[src/rtl/muldiv_pkg.sv]
// Shared types and constants for the HI/LO multiply/divide sequencer.
package muldiv_pkg;

    localparam int unsigned CNT_W = 6;

    localparam logic OP_DIV  = 1'b0;
    localparam logic OP_MULT = 1'b1;

    typedef enum logic [2:0] {
        StIdle,
        StMultRun,
        StDivRun,
        StWrite,
        StDivz
    } state_e;

endpackage

[src/rtl/muldiv_cnt.sv]
// Loadable down-counter timing the multiply/divide unit latency.
module muldiv_cnt
    import muldiv_pkg::*;
(
    input  logic             clk_i,
    input  logic             rst_ni,
    input  logic             load_i,
    input  logic [CNT_W-1:0] load_val_i,
    input  logic             dec_i,
    output logic             zero_o
);

    logic [CNT_W-1:0] cnt_q, cnt_d;

    always_comb begin
        cnt_d = cnt_q;
        if (load_i) begin
            cnt_d = load_val_i;
        end else if (dec_i) begin
            cnt_d = cnt_q - CNT_W'(1);
        end
    end

    always_ff @(posedge clk_i or negedge rst_ni) begin
        if (!rst_ni) begin
            cnt_q <= '0;
        end else begin
            cnt_q <= cnt_d;
        end
    end

    assign zero_o = (cnt_q == '0);

endmodule

[src/rtl/muldiv_ctrl.sv]
// Sequencer for the external multiply/divide units and the HI/LO write-back.
// All outputs come straight from flops, computed from the next state.
module muldiv_ctrl
    import muldiv_pkg::*;
#(
    parameter int unsigned MULT_CYCLES = 32,
    parameter int unsigned DIV_CYCLES  = 32
) (
    input  logic        clk_i,
    input  logic        rst_ni,
    input  logic        start_mult_i,
    input  logic        start_div_i,
    input  logic        flush_i,
    input  logic [31:0] divisor_i,
    output logic        init_mult_o,
    output logic        init_div_o,
    output logic        op_hi_o,
    output logic        op_lo_o,
    output logic        hi_write_o,
    output logic        lo_write_o,
    output logic        busy_o,
    output logic        done_o,
    output logic        div_zero_o
);

    localparam logic [CNT_W-1:0] MultLoad = CNT_W'(MULT_CYCLES - 1);
    localparam logic [CNT_W-1:0] DivLoad  = CNT_W'(DIV_CYCLES - 1);

    state_e           state_q, state_d;
    logic             op_q, op_d;
    logic             cnt_load, cnt_dec, cnt_zero;
    logic [CNT_W-1:0] cnt_val;
    logic             init_mult_q, init_mult_d, init_div_q, init_div_d;
    logic             write_q, write_d, busy_q, busy_d;
    logic             done_q, done_d, div_zero_q, div_zero_d;

    muldiv_cnt u_cnt (
        .clk_i      (clk_i),
        .rst_ni     (rst_ni),
        .load_i     (cnt_load),
        .load_val_i (cnt_val),
        .dec_i      (cnt_dec),
        .zero_o     (cnt_zero)
    );

    always_comb begin
        state_d  = state_q;
        op_d     = op_q;
        cnt_load = 1'b0;
        cnt_val  = '0;
        cnt_dec  = 1'b0;

        unique case (state_q)
            StIdle: begin
                if (start_mult_i) begin
                    state_d  = StMultRun;
                    op_d     = OP_MULT;
                    cnt_load = 1'b1;
                    cnt_val  = MultLoad;
                end else if (start_div_i) begin
                    if (divisor_i != '0) begin
                        state_d  = StDivRun;
                        op_d     = OP_DIV;
                        cnt_load = 1'b1;
                        cnt_val  = DivLoad;
                    end else begin
                        state_d = StDivz;
                    end
                end
            end
            StMultRun, StDivRun: begin
                if (cnt_zero) begin
                    state_d = StWrite;
                end else begin
                    cnt_dec = 1'b1;
                end
            end
            StWrite, StDivz: state_d = StIdle;
            default:         state_d = StIdle;
        endcase

        // Abort beats both a new start and counter expiry; the mux select is left untouched.
        if (flush_i) begin
            state_d  = StIdle;
            op_d     = op_q;
            cnt_load = 1'b0;
            cnt_dec  = 1'b0;
        end

        init_mult_d = (state_q == StIdle) && (state_d == StMultRun);
        init_div_d  = (state_q == StIdle) && (state_d == StDivRun);
        write_d     = (state_d == StWrite);
        div_zero_d  = (state_d == StDivz);
        done_d      = write_d || div_zero_d;
        busy_d      = (state_d != StIdle);
    end

    always_ff @(posedge clk_i or negedge rst_ni) begin
        if (!rst_ni) begin
            state_q     <= StIdle;
            op_q        <= OP_DIV;
            init_mult_q <= 1'b0;
            init_div_q  <= 1'b0;
            write_q     <= 1'b0;
            busy_q      <= 1'b0;
            done_q      <= 1'b0;
            div_zero_q  <= 1'b0;
        end else begin
            state_q     <= state_d;
            op_q        <= op_d;
            init_mult_q <= init_mult_d;
            init_div_q  <= init_div_d;
            write_q     <= write_d;
            busy_q      <= busy_d;
            done_q      <= done_d;
            div_zero_q  <= div_zero_d;
        end
    end

    assign init_mult_o = init_mult_q;
    assign init_div_o  = init_div_q;
    assign op_hi_o     = op_q;
    assign op_lo_o     = op_q;
    assign hi_write_o  = write_q;
    assign lo_write_o  = write_q;
    assign busy_o      = busy_q;
    assign done_o      = done_q;
    assign div_zero_o  = div_zero_q;

endmodule

[config.mk]
export PLATFORM = sky130hd
export DESIGN_NAME = muldiv_ctrl
export DESIGN_NICKNAME = d
export VERILOG_FILES = /design/src/rtl/muldiv_pkg.sv /design/src/rtl/muldiv_cnt.sv /design/src/rtl/muldiv_ctrl.sv
export SDC_FILE = /design/constraint.sdc
export NUM_CORES = 1
export LEC_CHECK = 0
export ABC_AREA = 1
export BUFFER_PORTS_ARGS = -buffer_cell sky130_fd_sc_hd__buf_2
export CORE_MARGIN = 2
export CORE_UTILIZATION = 50
export DETAILED_ROUTE_END_ITERATION = 7
export PLACE_DENSITY = 0.94
export SYNTH_ARGS = -nofsm -noshare
export SYNTH_HDL_FRONTEND = slang
export SYNTH_SLANG_ARGS = --single-unit
[constraint.sdc]
create_clock -name clk_i -period 3.5 [get_ports clk_i]
set_clock_uncertainty 0.2 [all_clocks]
set_input_delay 0.35 -clock clk_i [delete_from_list [all_inputs] [get_ports clk_i]]
set_output_delay 0.35 -clock clk_i [all_outputs]
set_load 0.03 [all_outputs]
==> results.md, run 1 <==
- Post-Layout Cell Count: 218
- Worst endpoint data arrival time: 1.58 ns
- Max frequency: 629.3 MHz
- Max_cap viols: 0
- Buffers on Ports: 45
- Dpl cells: 213
- Static Leak: 0.8096 nW
- CTS tree: yes
- Post-synthesis cell count: 143
- GRT Total Usage: 19.08%
- Total I/O pin count: 46
- NumNets Final: 231
- Vias per cell: 4.523
- CP Data Required Time: 3.49 ns
- FP Rows: 16
- Simple-gate share of the synthesized area: 42.58%
- Hold slack final: 0.1541 ns
- Yosys reg bits: 16
- Final worst slack: 1.911 ns
- Pin count of the biggest net entering global routing: 17
- CTS Buffer Depth: 2
- Setup TNS: 0 ns
- Diodes inserted: 0
- Final hold violation count: 0
- TritonCTS buffer count: 3
- Worst-Skew Late Latency: 0.29 ns
- Distinct cells, synth: 25
- Fin crit period: 1.589 ns
- Overflow after GRT: 0
- Critical path launch point type: register
- Die extent in y: 49.55 um
- Routed length on met3: 61 um
- Post-DP HPWL: 1707 um
- CP cell instances: inv_1 -> ha_1 -> nand4_2 -> nand2_4 -> inv_2 -> o21ai_1 -> nand2_1
- CTS H-tree lvls: 1
- Max Slew Vio Count: 0
- Clock-pin slew on the worst setup and hold paths: 0.09 ns
- Initial antenna violation count: 0
- Final period utilization: 45.41%
- Main combinational cell family by area after synthesis: simple AND/OR/NAND/NOR gates
- First-pass GRT wire length: 3677 um
- Vias in the first global route: 951
- Pwr Density: 372.5 nW/um^2
- Clock sink total: 16
- Top sig layer: met4
- Fillers: 171
- Post-synth EDFFs: 0
- DR pass1 iterations: 4
- Design Area, Final: 1328 sq um
- Net count after synthesis: 182
- Synth Area in Adders: 2.413%
- Mapped cell area: 1037 sq um
- Met2 wire len: 997 um
- Predominant post-synthesis flop cell: dfrtp_1
- Crit-path max FO: 8
- Synth warnings: 0
- RSZ-0062 raised after global routing: false
- Peak supply drop: 0.2386 mV
- Post-route ant nets: 0
- Gpl congestion: 0.8087
- Fraction of layout cells with a size suffix above 1: 37.70%
- Outcome: finished clean
- Crit path capture type: register
- Compound-gate portion of the synthesized area: 3.136%
- Slew @ Worst Pin: 0.3361 ns
- Post-CTS Setup Bufs: 0
- Final setup violating endpoints: 0
- Root Driver: clkbuf_4
- Finished Core Util: 67.67%
- DR DRC count: 0
- Mux cell area share after synthesis: 0%
- DR WL/cell: 9.344 um
- Sequential area share after synthesis: 38.60%
- Avg Synthesized Cell Area: 7.253 sq um
- Post-placement cell area: 1281 sq um
- Worst Path Class, Setup: reg2reg
- Starting density of the core: 52.87%
- FFs w/ async S/R, synth: 100.0%
- Core ar.: 1962 sq um
- Synth Area in XOR/XNOR: 1.689%
- DIE AREA: 2455 sq um
- Vias: 986
- Die X: 49.55 um
- CP max-delay cell: dfrtp_1
- Initial drt markers: 14
- P&R area growth vs syn: 27.99%
- Slew headroom: 77.59%
- Hold Crit Class: in2reg
- Setup WS pre-CTS: 1.885 ns
- Total power: 494.5 uW
- CP peak stage delay: 0.39 ns
- Wire length on met1: 930 um
- Routed Wire Length: 2037 um
==> area by class of cell <==
class,instances,area [sq um],area share [%]
inverters,28,105.1,7.917
repair buffers,46,235.2,17.72
flip-flops and latches,16,400.4,30.16
multi-input cells,97,516.7,38.93
clock buffers,4,36.28,2.733
well taps,27,33.78,2.545
==> critical path: cells and delay by family, from the launching register on <==
| family | cells | cell delay [ns] |
|---|---|---|
| fa+ha+maj | 1 | 0.19 |
| flops | 1 | 0.39 |
| compound gates | 1 | 0.11 |
| simple gates | 3 | 0.42 |
| buf+inv | 2 | 0.18 |
==> report_power, final <==
| part | switching, mW | internal (mW) | leakage, nW |
|---|---|---|---|
| clock | 0.0604 | 0.0634 | 0.0210 |
| sequential | 0.0181 | 0.207 | 0.199 |
| combinational | 0.0875 | 0.0578 | 0.589 |
==> Yosys cell counts (2+ instances only) <==
cell type | count | area share, %
nand2_1 | 36 | 13
inv_1 | 24 | 8.7
nor2_1 | 23 | 8.3
dfrtp_1 | 16 | 39
nand3_1 | 9 | 4.3
nand2_2 | 5 | 3.0
inv_2 | 4 | 1.4
nor2_2 | 4 | 2.4
buf_4 | 2 | 1.4
ha_1 | 2 | 2.4
nand3_2 | 2 | 1.9
nor2_4 | 2 | 2.2
o21ai_1 | 2 | 0.97
==> cells in the final DEF (no fill, tap or decap) <==
cell,n
buf_2,45
nand2_4,1
dlygate4sd3_1,1
inv_1,24
o21ai_2,1
nand3_4,1
ha_1,2
a21oi_2,1
nor2_4,2
nand2_2,5
nand4_2,1
clkbuf_4,3
nor2_2,4
nand3_2,2
dfrtp_1,16
a21oi_1,1
xor2_1,1
nor3_1,1
o21ai_1,2
nand4_1,1
nor2_1,23
inv_2,4
xnor2_1,1
nand3b_1,1
clkbuf_8,1
nand2_1,36
nand3_1,9
nor3_4,1
==> layer usage <==
layer / vias to the layer above / global-route usage, %
met5: - / 0
met4: 0 / 9.722
met3: 7 / 1.818
met2: 27 / 33.11
met1: 425 / 23.31
li1: 527 / -
==> path summary, 6_finish.rpt <==
kind / to / slack [ns] / cells past startpoint / start
worst min-delay path: init_div_o / 0.15 / 4 / start_mult_i
worst min register to register: u_cnt.cnt_q[0] / 0.31 / 2 / u_cnt.cnt_q[0]
worst max register to register: u_cnt.cnt_q[1] / 1.91 / 7 / u_cnt.cnt_q[0]
worst max-delay path: u_cnt.cnt_q[1] / 1.91 / 7 / u_cnt.cnt_q[0]
max in group asynchronous: state_q[2] / 2.57 / 2 / rst_ni
min in group asynchronous: u_cnt.cnt_q[4] / 0.29 / 2 / rst_ni
==> sequential cells by signal, indices dropped and copies added (netlist names) <==
name,cells
done_o,1
state_q,3
init_div_o,1
hi_write_o,1
u_cnt.cnt_q,6
div_zero_o,1
init_mult_o,1
busy_o,1
op_hi_o,1
==> cells by family (layout without fill, tap and decap cells) <==
| family | after synthesis | after routing |
|---|---|---|
| simple gates | 88 | 88 |
| compound gates | 5 | 5 |
| flops | 16 | 16 |
| fa+ha+maj | 2 | 2 |
| buf+inv | 30 | 78 |
| xor+xnor | 2 | 2 |
==> repair_timing <==
item                      CTS  global route
hold buffers                1             0
hold endpoints to repair   16             0
resized for setup           0             0
(Power assumes the default switching activity.)
==> run 2, diff against run 1 <==
--- a/config.mk
+++ b/config.mk
@@ -8,9 +8,9 @@
 export ABC_AREA = 1
 export BUFFER_PORTS_ARGS = -buffer_cell sky130_fd_sc_hd__buf_2
 export CORE_MARGIN = 2
-export CORE_UTILIZATION = 50
+export CORE_UTILIZATION = 42
 export DETAILED_ROUTE_END_ITERATION = 7
-export PLACE_DENSITY = 0.94
+export PLACE_DENSITY = 0.85
 export SYNTH_ARGS = -nofsm -noshare
 export SYNTH_HDL_FRONTEND = slang
 export SYNTH_SLANG_ARGS = --single-unit
==> constraint.sdc (replaced) <==
create_clock -name clk_i -period 1.35 [get_ports clk_i]
set_clock_uncertainty 0.2 [all_clocks]
set_input_delay 0.135 -clock clk_i [delete_from_list [all_inputs] [get_ports clk_i]]
set_output_delay 0.135 -clock clk_i [all_outputs]
set_load 0.03 [all_outputs]
==> run 2 against run 1 <==
The run now ends with negative setup slack left. Power increased to 2.9 times the previous value. Critical path depth decreased by 1. Fmax increased by 4.0%. Die area increased by 17%. Sequential power increased to 2.6 times the previous value. Design area increased by 17%. Non-clock buffer count increased by 13. Critical endpoint is now u_cnt.cnt_q[3]. Highest routed layer unchanged.
==> results.md, run 2 (synthesized netlist as in run 1, its figures left out) <==
- Routing usage on met1: 19.96%
- Failing checks: negative setup slack
- Worst Path Class, Setup: reg2reg
- DR DRC count: 0
- Most frequent cells in the layout: buf_2, nand2_1, nor2_1, inv_1, dfrtp_1
- Root Driver: clkbuf_4
- Initial drt markers: 18
- GRT Total Usage: 20.12%
- Pwr Density: 935.1 nW/um^2
- Setup WS pre-CTS: -0.1520 ns
- Biggest register: u_cnt.cnt_q
- CTS tree: yes
- Critical path launch point type: register
- CP Data Required Time: 1.33 ns
- Vias in the first global route: 1061
- CTS H-tree lvls: 1
- Total I/O pin count: 46
- Biggest regs: u_cnt.cnt_q x6, state_q x3
- Initial antenna violation count: 0
- Crit path capture type: register
- Max_cap viols: 0
- TritonCTS buffer count: 3
- Max Slew Vio Count: 0
- Max frequency: 654.5 MHz
- Commonest non-fill, non-tap cell in the layout: buf_2
- Setup TNS: -1.339 ns
- Fraction of layout cells with a size suffix above 1: 48.04%
- Slew @ Worst Pin: 0.3436 ns
- Post-DP HPWL: 1782 um
- R2R Setup Slk: -0.18 ns
- Hold Crit Class: in2async
- RR Endpoint: u_cnt.cnt_q[3]
- Clock sink total: 16
- RSZ-0062 raised after global routing: true
- Vias per cell: 4.637
- Max reg flops: 6
- Vias: 1085
- Starting density of the core: 43.04%
- First-pass GRT wire length: 4195 um
- Gpl congestion: 0.8426
- Buffers on Ports: 45
- CTS Buffer Depth: 2
- DIE AREA: 2883 sq um
- Clock-pin slew on the worst setup and hold paths: 0.09 ns
- Worst-Skew Late Latency: 0.29 ns
- Routed Wire Length: 2513 um
- Worst endpoint data arrival time: 1.51 ns
- FP Rows: 18
- Comb power frac: 38.2%
- Core ar.: 2410 sq um
- Static Leak: 0.8596 nW
- Met2 GRT Util: 40.45%
- Outcome: finished, violations left
- Die X: 53.70 um
- P&R area growth vs syn: 49.46%
- Net switching power figure: 501.2 uW
- Power share of the clock group: 21.8%
- R2R depth: 6
- Peak supply drop: 0.7695 mV
- Final period utilization: 113.2%
- NumNets Final: 244
- Post-route ant nets: 0
- Final hold violation count: 0
- Met3 Use GR: 5.278%
- Final setup violating endpoints: 15
- Pin count of the biggest net entering global routing: 17
- Fin crit period: 1.528 ns
- Slew headroom: 77.09%
- Die extent in y: 53.70 um
- Switching Fraction: 34.57%
- Global routing's busiest layer: met2
- Final worst slack: -0.1779 ns
- R2r startpoint: state_q[0]
- DR pass1 iterations: 4
- Diodes inserted: 0
- Internal: 948.4 uW
- Crit-path max FO: 8
- Overflow after GRT: 0
- Flop pwr share: 40.0%
- DR WL/cell: 10.74 um
-- run 2: area by class of cell --
class	instances	area, sq um
multi-input cells	97	628.1
well taps	30	37.54
flip-flops and latches	16	400.4
clock buffers	4	36.28
repair buffers	59	340.3
inverters	28	107.6
fillers	192	859.6
-- run 2: through the flow --
stage          hold slack (ns)  cells  instance area, sq um  power, mW  util [%]
2_1_floorplan          -0.3606    143                  1037     0.8540         -
3_3_place_gp           -0.1360    224                  1345      1.034     55.82
3_5_place_dp           -0.1379    224                  1345      1.048     55.82
4_1_cts                0.04799    233                  1510      1.426     62.67
5_1_grt                0.09790    234                  1550      1.545     64.33
6_report               0.07075    234                  1550      1.450     64.33
-- run 2: repair_timing --
action | CTS | global route
hold endpoints to repair | 21 | 0
setup buffers | 1 | 1
hold buffers | 4 | 0
endpoints found under the setup margin | 12 | 15
resized for setup | 18 | 9
pin swaps | 4 | 9
-- run 2: how the worst max path moves through the flow --
stage	slack, ns	depth (start not counted)	from	to
floorplan	-0.03	8	u_cnt.cnt_q[0]	done_o
global placement	-0.09	8	u_cnt.cnt_q[0]	done_o
detailed placement	-0.15	8	u_cnt.cnt_q[0]	done_o
CTS	-0.13	8	state_q[0]	u_cnt.cnt_q[1]
global route	-0.26	8	state_q[0]	u_cnt.cnt_q[1]
finish	-0.18	6	state_q[0]	u_cnt.cnt_q[3]
-- run 2: worst max-delay path, cell delays in order, from the launching register on --
cell and delay [ns]:
dfrtp_1 0.44, nand2_1 0.11, nand2_2 0.07, nor3_4 0.20
nand2_4 0.13, o21ai_1 0.18, nand3_1 0.09
-- run 2: layer usage --
layer  share of wire (%)  vias to the layer above
met1                  38                      504
met4                0.64                        0
met3                 4.7                        5
met5                   0                        -
met2                  56                       28
li1                    -                      548
-- run 2: power by group through the flow --
stage / logic (mW) / registers [mW] / clock network, mW
2_1_floorplan: 0.235 / 0.619 / 0
3_3_place_gp: 0.456 / 0.578 / 0
3_5_place_dp: 0.467 / 0.581 / 0
4_1_cts: 0.528 / 0.579 / 0.319
5_1_grt: 0.618 / 0.585 / 0.342
6_report: 0.554 / 0.580 / 0.316
==> run 3, diff against run 2 <==
--- a/config.mk
+++ b/config.mk
@@ -10,6 +10,7 @@
 export CORE_MARGIN = 2
 export CORE_UTILIZATION = 42
 export DETAILED_ROUTE_END_ITERATION = 7
+export GPL_TIMING_DRIVEN = 0
 export PLACE_DENSITY = 0.85
 export SYNTH_ARGS = -nofsm -noshare
 export SYNTH_HDL_FRONTEND = slang
==> run 3 against run 2 <==
The run still ends with negative setup slack left. Non-clock buffer count decreased by 2. Power fell by 1.4%. Sequential power is 2% higher. Global-route usage down 1.7 points. Hold slack got worse by 0.041 ns. Wire length down 6.1%. Final cell count is 0.85% lower. Via count fell by 0.65%. First-iteration DRC count down 17%. Critical path depth rose by 2. Design area grew 0.16%. Critical path type unchanged. Largest cell class unchanged.
==> results.md, run 3 (synthesized netlist as in run 1, its figures left out) <==
- Clock sink total: 16
- CP Data Required Time: 1.35 ns
- Post-Layout Cell Count: 232
- Vias in the first global route: 1025
- Routing usage on met1: 18.15%
- Fraction of layout cells with a size suffix above 1: 48.51%
- FP Rows: 18
- Global routing's busiest layer: met2
- First-pass GRT wire length: 3850 um
- Slew headroom: 77.16%
- Core ar.: 2410 sq um
- Worst-Skew Late Latency: 0.31 ns
- Gpl congestion: 0.8203
- DR pass1 iterations: 4
- Outcome: finished, violations left
- Worst Path Class, Setup: reg2reg
- Crit path capture type: register
- Commonest non-fill, non-tap cell in the layout: buf_2
- Comb power frac: 35.7%
- NumNets Final: 242
- R2r startpoint: state_q[0]
- Met3 Use GR: 6.111%
- DR WL/cell: 10.17 um
- Static Leak: 0.8604 nW
- TritonCTS buffer count: 3
- Internal: 929.6 uW
- Die extent in y: 53.70 um
- Fin crit period: 1.498 ns
- Routed Wire Length: 2359 um
- Vias: 1078
- Most frequent cells in the layout: buf_2, nand2_1, nor2_1, inv_1, dfrtp_1
- Crit-path max FO: 6
- Pwr Density: 920.4 nW/um^2
- CP cell instances: nand2_1 -> nand2_2 -> nor3_4 -> nand2_4 -> inv_4 -> nand2_2 -> o21ai_2 -> nand2_1
- P&R area growth vs syn: 49.70%
- Starting density of the core: 43.04%
- Final hold violation count: 0
- Met2 GRT Util: 34.55%
- Dpl cells: 218
- Worst endpoint data arrival time: 1.50 ns
- Crit path buffers/inverters: 1
- Setup TNS: -1.147 ns
- GRT Total Usage: 18.39%
- Post-DP HPWL: 1623 um
- Biggest regs: u_cnt.cnt_q x6, state_q x3
- CTS H-tree lvls: 1
- Max_cap viols: 0
- R2R Setup Slk: -0.15 ns
- Post-placement cell area: 1300 sq um
- Post-route ant nets: 0
- Critical path launch point type: register
- Total power: 1.429 mW
- Overflow after GRT: 0
- WHS Endpoint: init_mult_o
- DIE AREA: 2883 sq um
- Max frequency: 667.8 MHz
- Initial drt markers: 15
- Hold path depth: 4
- Flop pwr share: 41.4%
- CP peak stage delay: 0.43 ns
- Power share of the clock group: 22.9%
- CP top delay family: simple AND/OR/NAND/NOR gates
- Switching Fraction: 34.96%
- Slew @ Worst Pin: 0.3427 ns
- Initial antenna violation count: 0
- Final worst slack: -0.1476 ns
- Vias per cell: 4.647
- Root Driver: clkbuf_4
- CTS tree: yes
- Buffers on Ports: 45
- Die X: 53.70 um
- Final period utilization: 110.9%
- Peak supply drop: 0.6641 mV
- CP max-delay cell: dfrtp_1
- Diodes inserted: 0
- Biggest register: u_cnt.cnt_q
- RR Endpoint: u_cnt.cnt_q[1]
- Final setup violating endpoints: 11
- Failing checks: negative setup slack
- Max reg flops: 6
- Max Slew Vio Count: 0
- Net switching power figure: 499.6 uW
- Fillers: 207
- RSZ-0062 raised after global routing: true
- Design Area, Final: 1553 sq um
- Total I/O pin count: 46
- Hold Crit Class: in2reg
- Hold Startpoint: flush_i
- Pin count of the biggest net entering global routing: 17
- Clock-pin slew on the worst setup and hold paths: 0.10 ns
- R2R depth: 8
- DR DRC count: 0
- CTS Buffer Depth: 2
==> run 3: cell count changes in the layout (fill, tap and decap cells not counted), moves of 2 or more <==
cell     delta
nand2_1     +2
inv_2       +2
nand2_2     -3
buf_4       -4
inv_1       -2
buf_6       +2
==> run 3: per-stage QoR <==
step,worst slack (ns),util (%),hold slack (ns)
3_5_place_dp,-0.1692,53.95,-0.1355
3_3_place_gp,-0.1288,53.95,-0.1358
5_1_grt,-0.2394,64.43,0.03965
4_1_cts,-0.1218,60.44,0.01578
2_1_floorplan,-0.02653,-,-0.3606
6_report,-0.1476,64.43,0.03018
==> run 3: metal layers <==
metal / wire length (um) / share of wire, %
met5: 0 / 0
met4: 44 / 1.9
met3: 113 / 4.8
met2: 1300 / 55
met1: 900 / 38
==> run 3: worst max-delay path by stage <==
stage               slack, ns  cells after the start      startpoint             end
floorplan               -0.03                      8  u_cnt.cnt_q[0]          done_o
global placement        -0.13                      8  u_cnt.cnt_q[0]          done_o
detailed placement      -0.17                      8  u_cnt.cnt_q[0]          done_o
CTS                     -0.12                      8      state_q[0]  u_cnt.cnt_q[1]
global route            -0.24                      8      state_q[0]  u_cnt.cnt_q[1]
finish                  -0.15                      8      state_q[0]  u_cnt.cnt_q[1]
==> run 3: final cells by class <==
cell class                 instances  area, sq um  share of cell area, %
buffer                             2        15.01                 0.9670
clock buffer                       4        36.28                  2.337
inverter                          28        107.6                  6.930
multi-input combinational         97        623.1                  40.13
sequential                        16        400.4                  25.79
tap                               30        37.54                  2.417
timing repair buffer              55        332.8                  21.43
==> run 3: power by group through the flow <==
| stage | registers (mW) | clock network [mW] | logic, mW |
|---|---|---|---|
| floorplan | 0.619 | 0 | 0.235 |
| global placement | 0.594 | 0 | 0.373 |
| detailed placement | 0.594 | 0 | 0.383 |
| CTS | 0.586 | 0.329 | 0.440 |
| global route | 0.602 | 0.355 | 0.569 |
| finish | 0.592 | 0.327 | 0.510 |
==> run 3: what timing repair did <==
| item | 4_1_cts | 5_1_grt |
|---|---|---|
| hold endpoints to repair | 21 | 0 |
| setup endpoints to repair | 12 | 16 |
| hold buffers | 4 | 0 |
| pin swaps | 5 | 4 |
| gates resized for setup | 13 | 19 |
| setup buffers | 3 | 3 |
==> run 3: tightest hold or removal path, delay by kind of cell <==
family        cells  cell delay, ns
simple gates      2            0.18
buf+inv           2            0.19
